==> config.mk <==
export PLATFORM = sky130hd
export DESIGN_NAME = store_unit_flat
export DESIGN_NICKNAME = d
export VERILOG_FILES = /design/src/rtl/store_pkg.sv /design/src/rtl/store_unit_if.sv /design/src/rtl/store_fifo.sv /design/src/rtl/store_unit.sv /design/src/flat_wrapper.sv
export SDC_FILE = /design/constraint.sdc
export NUM_CORES = 1
export LEC_CHECK = 0
export ABC_CLOCK_PERIOD_IN_PS = 6000
export CORE_AREA = 2 2 195 197
export DETAILED_ROUTE_END_ITERATION = 10
export DIE_AREA = 0 0 197 199
export PLACE_DENSITY = 0.66
export RECOVER_POWER = 100
export SLEW_MARGIN = 40
export SYNTH_ARGS = -nofsm -noshare
export SYNTH_HDL_FRONTEND = slang
export SYNTH_HIERARCHICAL = 1
export SYNTH_SLANG_ARGS = --single-unit
==> constraint.sdc <==
create_clock -name clk -period 6 [get_ports clk]
set_input_delay 1.2 -clock clk [delete_from_list [all_inputs] [get_ports clk]]
set_output_delay 1.2 -clock clk [all_outputs]
set_load 0.01 [all_outputs]
==> src/rtl/store_pkg.sv <==
// Shared types and the byte-lane alignment helper for the store unit.
// Fallback store encodings, only used when processor_defines.sv has not
// already been compiled ahead of this file.
`ifndef SB
`define SB 3'b000
`endif
`ifndef SH
`define SH 3'b001
`endif
`ifndef SW
`define SW 3'b010
`endif
`ifndef STR_NOP
`define STR_NOP 3'b111
`endif

package store_pkg;

  localparam logic [2:0] ST_SB  = `SB;
  localparam logic [2:0] ST_SH  = `SH;
  localparam logic [2:0] ST_SW  = `SW;
  localparam logic [2:0] ST_NOP = `STR_NOP;

  // One queued store. The address field is 32 bits wide, so ADDR_W <= 32.
  typedef struct packed {
    logic [31:0] addr;
    logic [31:0] wdata;
    logic [3:0]  be;
  } st_entry_t;

  typedef struct packed {
    logic [3:0]  be;
    logic [31:0] wdata;
    logic        misaligned;
  } align_t;

  // True for codes that actually write memory; NOP and undefined codes are dropped.
  function automatic logic is_store(input logic [2:0] ctrl);
    return (ctrl == ST_SB) || (ctrl == ST_SH) || (ctrl == ST_SW);
  endfunction

  // Lane-replicate the data and place the byte enables for the low EA bits.
  function automatic align_t align_store(input logic [2:0] ctrl,
                                         input logic [1:0] ea,
                                         input logic [31:0] data);
    align_t r;
    r = '0;
    if (ctrl == ST_SB) begin
      r.be    = 4'b0001 << ea;
      r.wdata = {4{data[7:0]}};
    end else if (ctrl == ST_SH) begin
      r.be         = 4'b0011 << {ea[1], 1'b0};
      r.wdata      = {2{data[15:0]}};
      r.misaligned = ea[0];
    end else if (ctrl == ST_SW) begin
      r.be         = 4'b1111;
      r.wdata      = data;
      r.misaligned = |ea;
    end
    return r;
  endfunction

endpackage

==> src/rtl/store_unit_if.sv <==
// Store request channel plus the data-memory write port of the store unit.
interface store_unit_if #(
  parameter int ADDR_W = 32
);
  logic              st_valid;
  logic              st_ready;
  logic [2:0]        store_control;
  logic [31:0]       rs1_val;
  logic [11:0]       imm;
  logic [31:0]       rs2_val;
  logic              mem_req;
  logic [ADDR_W-1:0] mem_addr;
  logic [31:0]       mem_wdata;
  logic [3:0]        mem_be;
  logic              mem_ack;
  logic              misalign_err;
  logic [ADDR_W-1:0] misalign_addr;
  logic              busy;

  // Store unit side.
  modport slave (
    input  st_valid, store_control, rs1_val, imm, rs2_val, mem_ack,
    output st_ready, mem_req, mem_addr, mem_wdata, mem_be,
           misalign_err, misalign_addr, busy
  );

  // Decoder / memory side.
  modport master (
    output st_valid, store_control, rs1_val, imm, rs2_val, mem_ack,
    input  st_ready, mem_req, mem_addr, mem_wdata, mem_be,
           misalign_err, misalign_addr, busy
  );
endinterface

==> src/rtl/store_fifo.sv <==
// Circular store buffer; exposes the head and the entry behind it so the
// drain logic can issue back-to-back. DEPTH must be a power of two.
module store_fifo
  import store_pkg::*;
#(
  parameter int DEPTH = 2
) (
  input  logic                     clk,
  input  logic                     rst_n,
  input  logic                     push,
  input  st_entry_t                din,
  input  logic                     pop,
  output st_entry_t                head,
  output st_entry_t                head_next,
  output logic                     full,
  output logic                     empty,
  output logic [$clog2(DEPTH):0]   count
);
  localparam int PW = $clog2(DEPTH);
  localparam logic [PW:0] FULL_CNT = (PW + 1)'(DEPTH);

  st_entry_t     slots [DEPTH];
  logic [PW-1:0] wr_ptr;
  logic [PW-1:0] rd_ptr;
  logic [PW:0]   count_reg;

  // Entry storage carries no reset; only the pointers define validity.
  always_ff @(posedge clk) begin
    if (push) slots[wr_ptr] <= din;
  end

  // Pointer and occupancy tracking; pointers wrap naturally at DEPTH.
  always_ff @(posedge clk or negedge rst_n) begin
    if (!rst_n) begin
      wr_ptr    <= '0;
      rd_ptr    <= '0;
      count_reg <= '0;
    end else begin
      if (push) wr_ptr <= wr_ptr + PW'(1);
      if (pop)  rd_ptr <= rd_ptr + PW'(1);
      if (push && !pop)      count_reg <= count_reg + (PW + 1)'(1);
      else if (pop && !push) count_reg <= count_reg - (PW + 1)'(1);
    end
  end

  assign head      = slots[rd_ptr];
  assign head_next = slots[rd_ptr + PW'(1)];
  assign full      = (count_reg == FULL_CNT);
  assign empty     = (count_reg == '0);
  assign count     = count_reg;
endmodule

==> src/rtl/store_unit.sv <==
// Store engine: effective address, lane alignment, misalignment reporting,
// buffering and in-order drain to the data-memory port.
module store_unit
  import store_pkg::*;
#(
  parameter int DEPTH  = 2,
  parameter int ADDR_W = 32
) (
  input logic         clk,
  input logic         rst_n,
  store_unit_if.slave bus
);
  localparam int CW = $clog2(DEPTH) + 1;

  typedef enum logic {IDLE, ISSUE} state_t;

  state_t            state;
  state_t            state_next;
  logic [ADDR_W-1:0] ea;
  align_t            al;
  logic              accept;
  logic              push;
  logic              pop;
  logic              load;
  logic              misalign_hit;
  st_entry_t         din;
  st_entry_t         head;
  st_entry_t         head_next;
  st_entry_t         load_entry;
  logic              full;
  logic              empty;
  logic [CW-1:0]     count;
  logic [ADDR_W-1:0] mem_addr;
  logic [31:0]       mem_wdata;
  logic [3:0]        mem_be;
  logic              misalign_err;
  logic [ADDR_W-1:0] misalign_addr;

  assign ea           = bus.rs1_val[ADDR_W-1:0] + ADDR_W'($signed(bus.imm));
  assign al           = align_store(bus.store_control, ea[1:0], bus.rs2_val);
  assign accept       = bus.st_valid && !full;
  assign misalign_hit = accept && al.misaligned;
  assign push         = accept && is_store(bus.store_control) && !al.misaligned;
  assign din          = '{addr: 32'({ea[ADDR_W-1:2], 2'b00}), wdata: al.wdata, be: al.be};

  store_fifo #(.DEPTH(DEPTH)) u_fifo (
    .clk       (clk),
    .rst_n     (rst_n),
    .push      (push),
    .din       (din),
    .pop       (pop),
    .head      (head),
    .head_next (head_next),
    .full      (full),
    .empty     (empty),
    .count     (count)
  );

  // Drain control: pick what to present next and when the head retires.
  always_comb begin
    state_next = state;
    pop        = 1'b0;
    load       = 1'b0;
    load_entry = head;
    case (state)
      IDLE: begin
        if (!empty) begin
          load       = 1'b1;
          state_next = ISSUE;
        end
      end
      ISSUE: begin
        if (bus.mem_ack) begin
          pop = 1'b1;
          // A store pushed this same cycle is not counted; it waits for IDLE.
          if (count > CW'(1)) begin
            load       = 1'b1;
            load_entry = head_next;
          end else begin
            state_next = IDLE;
          end
        end
      end
      default: state_next = IDLE;
    endcase
  end

  // Drain state register.
  always_ff @(posedge clk or negedge rst_n) begin
    if (!rst_n) state <= IDLE;
    else        state <= state_next;
  end

  // Request payload registers, held stable until the entry is acknowledged.
  always_ff @(posedge clk or negedge rst_n) begin
    if (!rst_n) begin
      mem_addr  <= '0;
      mem_wdata <= '0;
      mem_be    <= '0;
    end else if (load) begin
      mem_addr  <= load_entry.addr[ADDR_W-1:0];
      mem_wdata <= load_entry.wdata;
      mem_be    <= load_entry.be;
    end
  end

  // One-cycle misalignment pulse; the offending address is kept until the next one.
  always_ff @(posedge clk or negedge rst_n) begin
    if (!rst_n) begin
      misalign_err  <= 1'b0;
      misalign_addr <= '0;
    end else begin
      misalign_err <= misalign_hit;
      if (misalign_hit) misalign_addr <= ea;
    end
  end

  assign bus.st_ready      = !full;
  assign bus.mem_req       = (state == ISSUE);
  assign bus.mem_addr      = mem_addr;
  assign bus.mem_wdata     = mem_wdata;
  assign bus.mem_be        = mem_be;
  assign bus.misalign_err  = misalign_err;
  assign bus.misalign_addr = misalign_addr;
  assign bus.busy          = (count != '0) || (state == ISSUE);
endmodule

==> src/flat_wrapper.sv <==
// flat-port wrapper written by rule: the top's interface ports become plain ports
module store_unit_flat import store_pkg::*;
#(
  parameter int DEPTH  = 2,
  parameter int ADDR_W = 32
)
  (clk, rst_n, bus_st_valid, bus_store_control, bus_rs1_val, bus_imm, bus_rs2_val, bus_mem_ack, bus_st_ready, bus_mem_req, bus_mem_addr, bus_mem_wdata, bus_mem_be, bus_misalign_err, bus_misalign_addr, bus_busy);
  store_unit_if #(.ADDR_W(ADDR_W)) bus_i ();
  input logic clk;
  input logic rst_n;
  input wire logic [$bits(bus_i.st_valid)-1:0] bus_st_valid;
  input wire logic [$bits(bus_i.store_control)-1:0] bus_store_control;
  input wire logic [$bits(bus_i.rs1_val)-1:0] bus_rs1_val;
  input wire logic [$bits(bus_i.imm)-1:0] bus_imm;
  input wire logic [$bits(bus_i.rs2_val)-1:0] bus_rs2_val;
  input wire logic [$bits(bus_i.mem_ack)-1:0] bus_mem_ack;
  output wire logic [$bits(bus_i.st_ready)-1:0] bus_st_ready;
  output wire logic [$bits(bus_i.mem_req)-1:0] bus_mem_req;
  output wire logic [$bits(bus_i.mem_addr)-1:0] bus_mem_addr;
  output wire logic [$bits(bus_i.mem_wdata)-1:0] bus_mem_wdata;
  output wire logic [$bits(bus_i.mem_be)-1:0] bus_mem_be;
  output wire logic [$bits(bus_i.misalign_err)-1:0] bus_misalign_err;
  output wire logic [$bits(bus_i.misalign_addr)-1:0] bus_misalign_addr;
  output wire logic [$bits(bus_i.busy)-1:0] bus_busy;
  assign bus_i.st_valid = bus_st_valid;
  assign bus_i.store_control = bus_store_control;
  assign bus_i.rs1_val = bus_rs1_val;
  assign bus_i.imm = bus_imm;
  assign bus_i.rs2_val = bus_rs2_val;
  assign bus_i.mem_ack = bus_mem_ack;
  assign bus_st_ready = bus_i.st_ready;
  assign bus_mem_req = bus_i.mem_req;
  assign bus_mem_addr = bus_i.mem_addr;
  assign bus_mem_wdata = bus_i.mem_wdata;
  assign bus_mem_be = bus_i.mem_be;
  assign bus_misalign_err = bus_i.misalign_err;
  assign bus_misalign_addr = bus_i.misalign_addr;
  assign bus_busy = bus_i.busy;
  store_unit #(.DEPTH(DEPTH), .ADDR_W(ADDR_W)) u_core (.clk(clk), .rst_n(rst_n), .bus(bus_i));
endmodule
Word level (Yosys, flattened, before mapping)
Memory sizes are Yosys's and may differ from the RTL's.
Cells that the tools add are included.
{ "word_totals": {"register_bits": 106, "latch_bits": 0, "ramBits": 132, "rom_bits": 0, "output_inout_bits": 104, "mem_count": 1} }
{ "op_classes": {"n_addsub": 5, "n_mul": 0, "div": 0, "order_cmp": 1, "eq_ne": 3, "shift": 2, "muxes": 19, "n_bitwise": 1, "n_reduce_logical": 18} }
{ "memory_table": {"columns": ["memory", "depth", "word_bits", "read_ports", "rd_ports_with_merged_regs", "wr", "line", "rtl"], "rows": [
  ["u_core.u_fifo.slots", 2, 66, 2, 0, 1, "store_fifo.sv:22", "st_entry_t slots [DEPTH];"]
]} }
{ "ops": {"columns": ["op", "count"], "rows": [
  ["$mux 68", 3],
  ["$mux 37", 2],
  ["$mux 36", 1],
  ["$add 32x32->32", 1],
  ["$mux 1", 9],
  ["$logic_and 1x1->1", 6],
  ["$logic_not 1->1", 4],
  ["$mux 2", 2],
  ["$pmux 1 s2", 2],
  ["$reduce_bool 2->1", 2],
  ["$shl 1x2->4 const A", 1],
  ["$shl 2x2->4 const A", 1],
  ["$eq 3x1->1 const B", 1],
  ["$eq 3x2->1 const B", 1],
  ["$logic_not 3->1", 1],
  ["$logic_or 1x1->1", 3],
  ["$add 1x1->1 const B", 2],
  ["$add 2x1->2 const B", 1],
  ["$eq 2x2->1 const B", 1],
  ["$gt 2x1->1 const B", 1],
  ["$logic_not 2->1", 1],
  ["$reduce_or 2->1", 1],
  ["$sub 2x1->2 const B", 1],
  ["$not 1->1", 1]
]} }

Logic depth before layout (Yosys ltp)
{ "logic_depth": {"ltp_word": 11, "mapped_depth": 12, "ltp_nobuf": 11} }

Cells and area by module
Netlist, hierarchy kept.
{ "modules_own_cells": {"columns": ["mod", "instances", "cells_each", "area_per_inst_um2", "seq_area_each_um2"], "rows": [
  ["store_unit", 1, 792, 6882.9, 2552.4],
  ["store_fifo", 1, 303, 5995.8, 4184.0]
]} }

Worst setup path after synthesis
Ideal clock, no wire load.
{ "synth_path": {"path_type": "input to register", "start": "input bus_rs1_val[0]", "end": "memory u_core/u_fifo/slots[0][0] (netlist bit), enable pin", "setup_time_ns": 0.503, "arrival_time_ns": 5.788, "path_slack_ns": -0.291, "cell_stages": 8, "cell_sequence": "ha_1 > inv_1 > fa_1 > inv_1 > a22oi_1 > nor2_1 > nor4bb_1 > nor2b_1"} }
{ "synth_via": {"elab_chain_cells": 9} }
{ "synth_rtl": {"columns": ["item", "line", "rtl"], "rows": [
  ["start: declaration", "flat_wrapper.sv:13", "input wire logic [$bits(bus_i.rs1_val)-1:0] bus_rs1_val;"],
  ["$add 32x32->32 (*)", "store_unit.sv:39", "assign ea = bus.rs1_val[ADDR_W-1:0] + ADDR_W'($signed(bus.imm));"],
  ["$reduce_or 2->1", "store_pkg.sv:58", "r.misaligned = |ea;"],
  ["$mux 37", "store_pkg.sv:55", "end else if (ctrl == ST_SW) begin"],
  ["$mux 37 (*)", "store_pkg.sv:51", "end else if (ctrl == ST_SH) begin"],
  ["$mux 1 (*)", "store_pkg.sv:48", "if (ctrl == ST_SB) begin"],
  ["$logic_not 1->1 (*)", "store_unit.sv:43", "assign push = accept && is_store(bus.store_control) && !al.misaligned;"],
  ["$logic_and 1x1->1 (*)", "store_unit.sv:43", null],
  ["net u_core.push", "store_unit.sv:22", "logic push;"],
  ["$mux 1 (*)", "store_fifo.sv:29", "if (push) slots[wr_ptr] <= din;"],
  ["$mux 1 (not written as such) (*)", "store_fifo.sv:29", null],
  ["end: declaration", "store_fifo.sv:22", null]
]} }
Mark *: on every way through the listed nets, which the timed path passes. The rest lies on a longest branch.

Final worst setup path
{ "layout_path": {"start": "input bus_rs1_val[0]", "end": "memory u_core/u_fifo/slots[0][35] (netlist bit), enable pin"} }
The elaborated chain is that of the path after synthesis.

==> flow_metrics.tcl <==
set metrics [dict create \
    dr_total_vias 9107 \
    synth_top_family_by_area "multiplexers" \
    seq_area_frac_synth_pct 52.3 \
    largest_reg_flops 136 \
    drc 0 \
    vdd_drop_max_uv 254 \
    synth_seq_cells 242 \
    synth_compound_area_share_pct 9.57 \
    synthFlopType "edfxtp_1" \
    dr.pass1.iters 5 \
    tightestPinTransition_ps 2590 \
    cts_sinks 242 \
    fin_nets 1376 \
    synth-xor-area-share_pct 2.45 \
    die_w_um 197 \
    yosys-top-cells-area "edfxtp_1 (32%), dfrtp_1 (21%), mux2_2 (13%)" \
    start_kind "input port" \
    final.min_clock_period_ps 4830 \
    netlist_area_sq_mm 0.0129 \
    gp_congestion 0.891 \
    grt_max_degree 65 \
    min_period_over_period_pct 80.5 \
    hp-class "reg2reg" \
    synthSimpleGateAreaFrac_pct 9.21 \
    slowest_stage "clkbuf_1" \
    synth_top_area_cell "edfxtp_1" \
    worstPathCellList "dlygate4sd3_1, ha_1, inv_1, fa_1, inv_1, a22oi_1, nor2_1, nor4bb_1, nor2b_4, clkbuf_1" \
    finalSetupViolCount 0 \
    ioPinCount 187 \
    drv_cap 3 \
    finalWirelength_um 33600 \
    power.density_mw_per_mm2 427 \
    overflow 0 \
    hold_violations 0 \
    p_leak_nw 6.02 \
    rsz0062_at_grt "false" \
    core-area_sq_mm 0.0371 \
    cts_htree_levels 1 \
    yosysWarnings 6 \
    insertion_delay_ps 530 \
    endpoint_kind "flop" \
    cts_tree "done" \
    maxSlewViolCount 142 \
    synth-edff-count 136 \
    initial_core_util_pct 34.7 \
    avgRoutedWirePerCell_um 19.2 \
    power.total_mw 6.78 \
    cp.arrival_ps 4980 \
    area_delta_synth_final_pct 23.3 \
    postRouteAntennaNets 0 \
    critPathRequiredTime_ps 6150 \
    synthMuxAreaShare_pct 19.4 \
    worstSetupPathType "in2reg" \
    slowest_delay_ps 730 \
    slew_headroom_pct -72.9 \
    die_h_um 199 \
    cts_setup_buffers 0 \
    grt.total_usage_pct 17.0 \
    synth_cells 1095 \
    fill_cells 3517 \
    grt_pass1_vias 9115 \
    cts-root-buf "clkbuf_16" \
    crit_fanout 15 \
    clk_pin_slew_ps 60 \
    cts_buffers 27 \
    top_register "u_core/u_fifo/slots" \
    port_buffers 186 \
    cts_hold_buf 0 \
    status "complete, but fails checks" \
    ys_types 64 \
    drive_gt1_share_pct 17.2 \
    synth_top_area_share_pct 31.7 \
    avgViaCountPerCell 5.19 \
    cts_resized 0 \
    num_rows 71 \
    crit_top_cell "inv_1" \
    setup_tns_ps 0 \
    grt_pass1_wl_um 51800 \
    antenna_found_initial 2 \
    finClkSkew_ps 6.15 \
    violations "capacitance limit, slew limit" \
    synthArstFlopShare_pct 43.8 \
    die_area_sq_mm 0.0392 \
    avgSynthCellArea_sq_um 11.8 \
    dp_hpwl_um 23500 \
    synthAdderAreaFrac_pct 3.26 \
    dr.first_iter.drc_count 590 \
    cts.path.max_buffers 3 \
    max_freq_mhz 207 \
]
==> power breakdown <==
part	internal (mW)	leakage, nW	total, mW	switching, mW
combinational	1.33	3.08	2.61	1.28
sequential	2.25	2.53	2.58	0.323
clock	0.935	0.413	1.59	0.654
total	4.52	6.02	6.78	2.26
==> layout by cell type (no fill, tap or decap), drive strengths merged, types with 17 or more instances in the layout <==
master / n
dlygate4sd3: 109
dfrtp: 106
a21oi: 62
mux2: 151
mux2i: 79
clkbuf: 43
nor2: 31
nor2b: 17
clkdlybuf4s50: 75
o21ai: 88
ha: 32
inv: 19
xnor2: 21
edfxtp: 136
nand2: 142
==> layer usage <==
layer / share of wire, % / track usage, % / wire [um] / up-vias
met5: 0.027 / 0 / 9 / -
met4: 1.5 / 2.92 / 511 / 2
met3: 6.3 / 2.93 / 2120 / 42
met2: 47 / 28.4 / 15700 / 298
met1: 45 / 23.4 / 15300 / 4449
li1: - / - / - / 4316
==> kinds of logic after synthesis <==
kind of cell	after synthesis
AND/OR/NAND/NOR	260
flip-flops	242
multiplexers	230
AO/OA/AOI/OAI	207
buffers and inverters	86
XOR/XNOR	36
adder cells (fa/ha/maj)	33
other	1
==> layout make-up <==
class | instances | area (sq um) | share of cell area (%)
clock inverters | 12 | 109 | 0.686
flip-flops and latches | 242 | 6740 | 42.5
inverters | 19 | 71.3 | 0.449
multi-input cells | 770 | 5650 | 35.6
well taps | 474 | 593 | 3.74
diodes | 1 | 2.50 | 0.0158
repair buffers | 200 | 1980 | 12.5
clock buffers | 37 | 733 | 4.62
==> cells in the mapped netlist (8+ instances only) <==
library cell  instances
mux2_2              150
a21oi_1              60
nor2b_1              17
ha_1                 32
dfrtp_1             106
nand4_1               9
inv_1                18
nand2_1             142
clkbuf_8             10
a21o_1               10
a31oi_1               8
xnor2_1              21
xor2_1               15
nor2_1               31
nand3_1              11
and2_1               12
edfxtp_1            136
or2_2                11
mux2i_1              79
o21ai_0              87
buf_2                 9
clkbuf_1             32
==> critical path, delay by kind of cell <==
kind	cells	cell delay, ps
compound gates	1	180
fa+ha+maj	2	850
buf+inv	4	1450
simple gates	3	1300
==> stage by stage <==
| stage | hold WS, ps | instance area, sq um | setup WS [ps] | utilization (%) | std cells |
|---|---|---|---|---|---|
| after floorplan | 473 | 12900 | 982 | - | 1098 |
| after global placement | 459 | 15100 | 1170 | 40.6 | 1703 |
| after detailed placement | 467 | 15100 | 1110 | 40.7 | 1705 |
| after CTS | 482 | 15900 | 1660 | 42.9 | 1754 |
| after global routing | 515 | 15900 | 934 | 42.7 | 1754 |
| final | 475 | 15900 | 1170 | 42.8 | 1755 |
==> final timing paths <==
path	start	depth (start not counted)	endpoint	slack, ps
min reg2reg	u_core/bus.misalign_addr[18]$_DFFE_PN0P_	2	u_core/bus.misalign_addr[18]$_DFFE_PN0P_	480
min in group asynchronous	rst_n	1	u_core/bus.mem_wdata[8]$_DFFE_PN0P_	690
max in group asynchronous	rst_n	2	u_core/bus.mem_addr[30]$_DFFE_PN0P_	2430
max reg2reg	u_core/bus.mem_req$_DFF_PN0_	3	u_core/bus.mem_wdata[8]$_DFFE_PN0P_	2200
max	bus_rs1_val[0]	10	u_core/u_fifo/slots[0][35]$_DFFE_PP_	1170
min	u_core/bus.misalign_addr[18]$_DFFE_PN0P_	2	u_core/bus.misalign_addr[18]$_DFFE_PN0P_	480
Power figures use the tool's default switching activity.
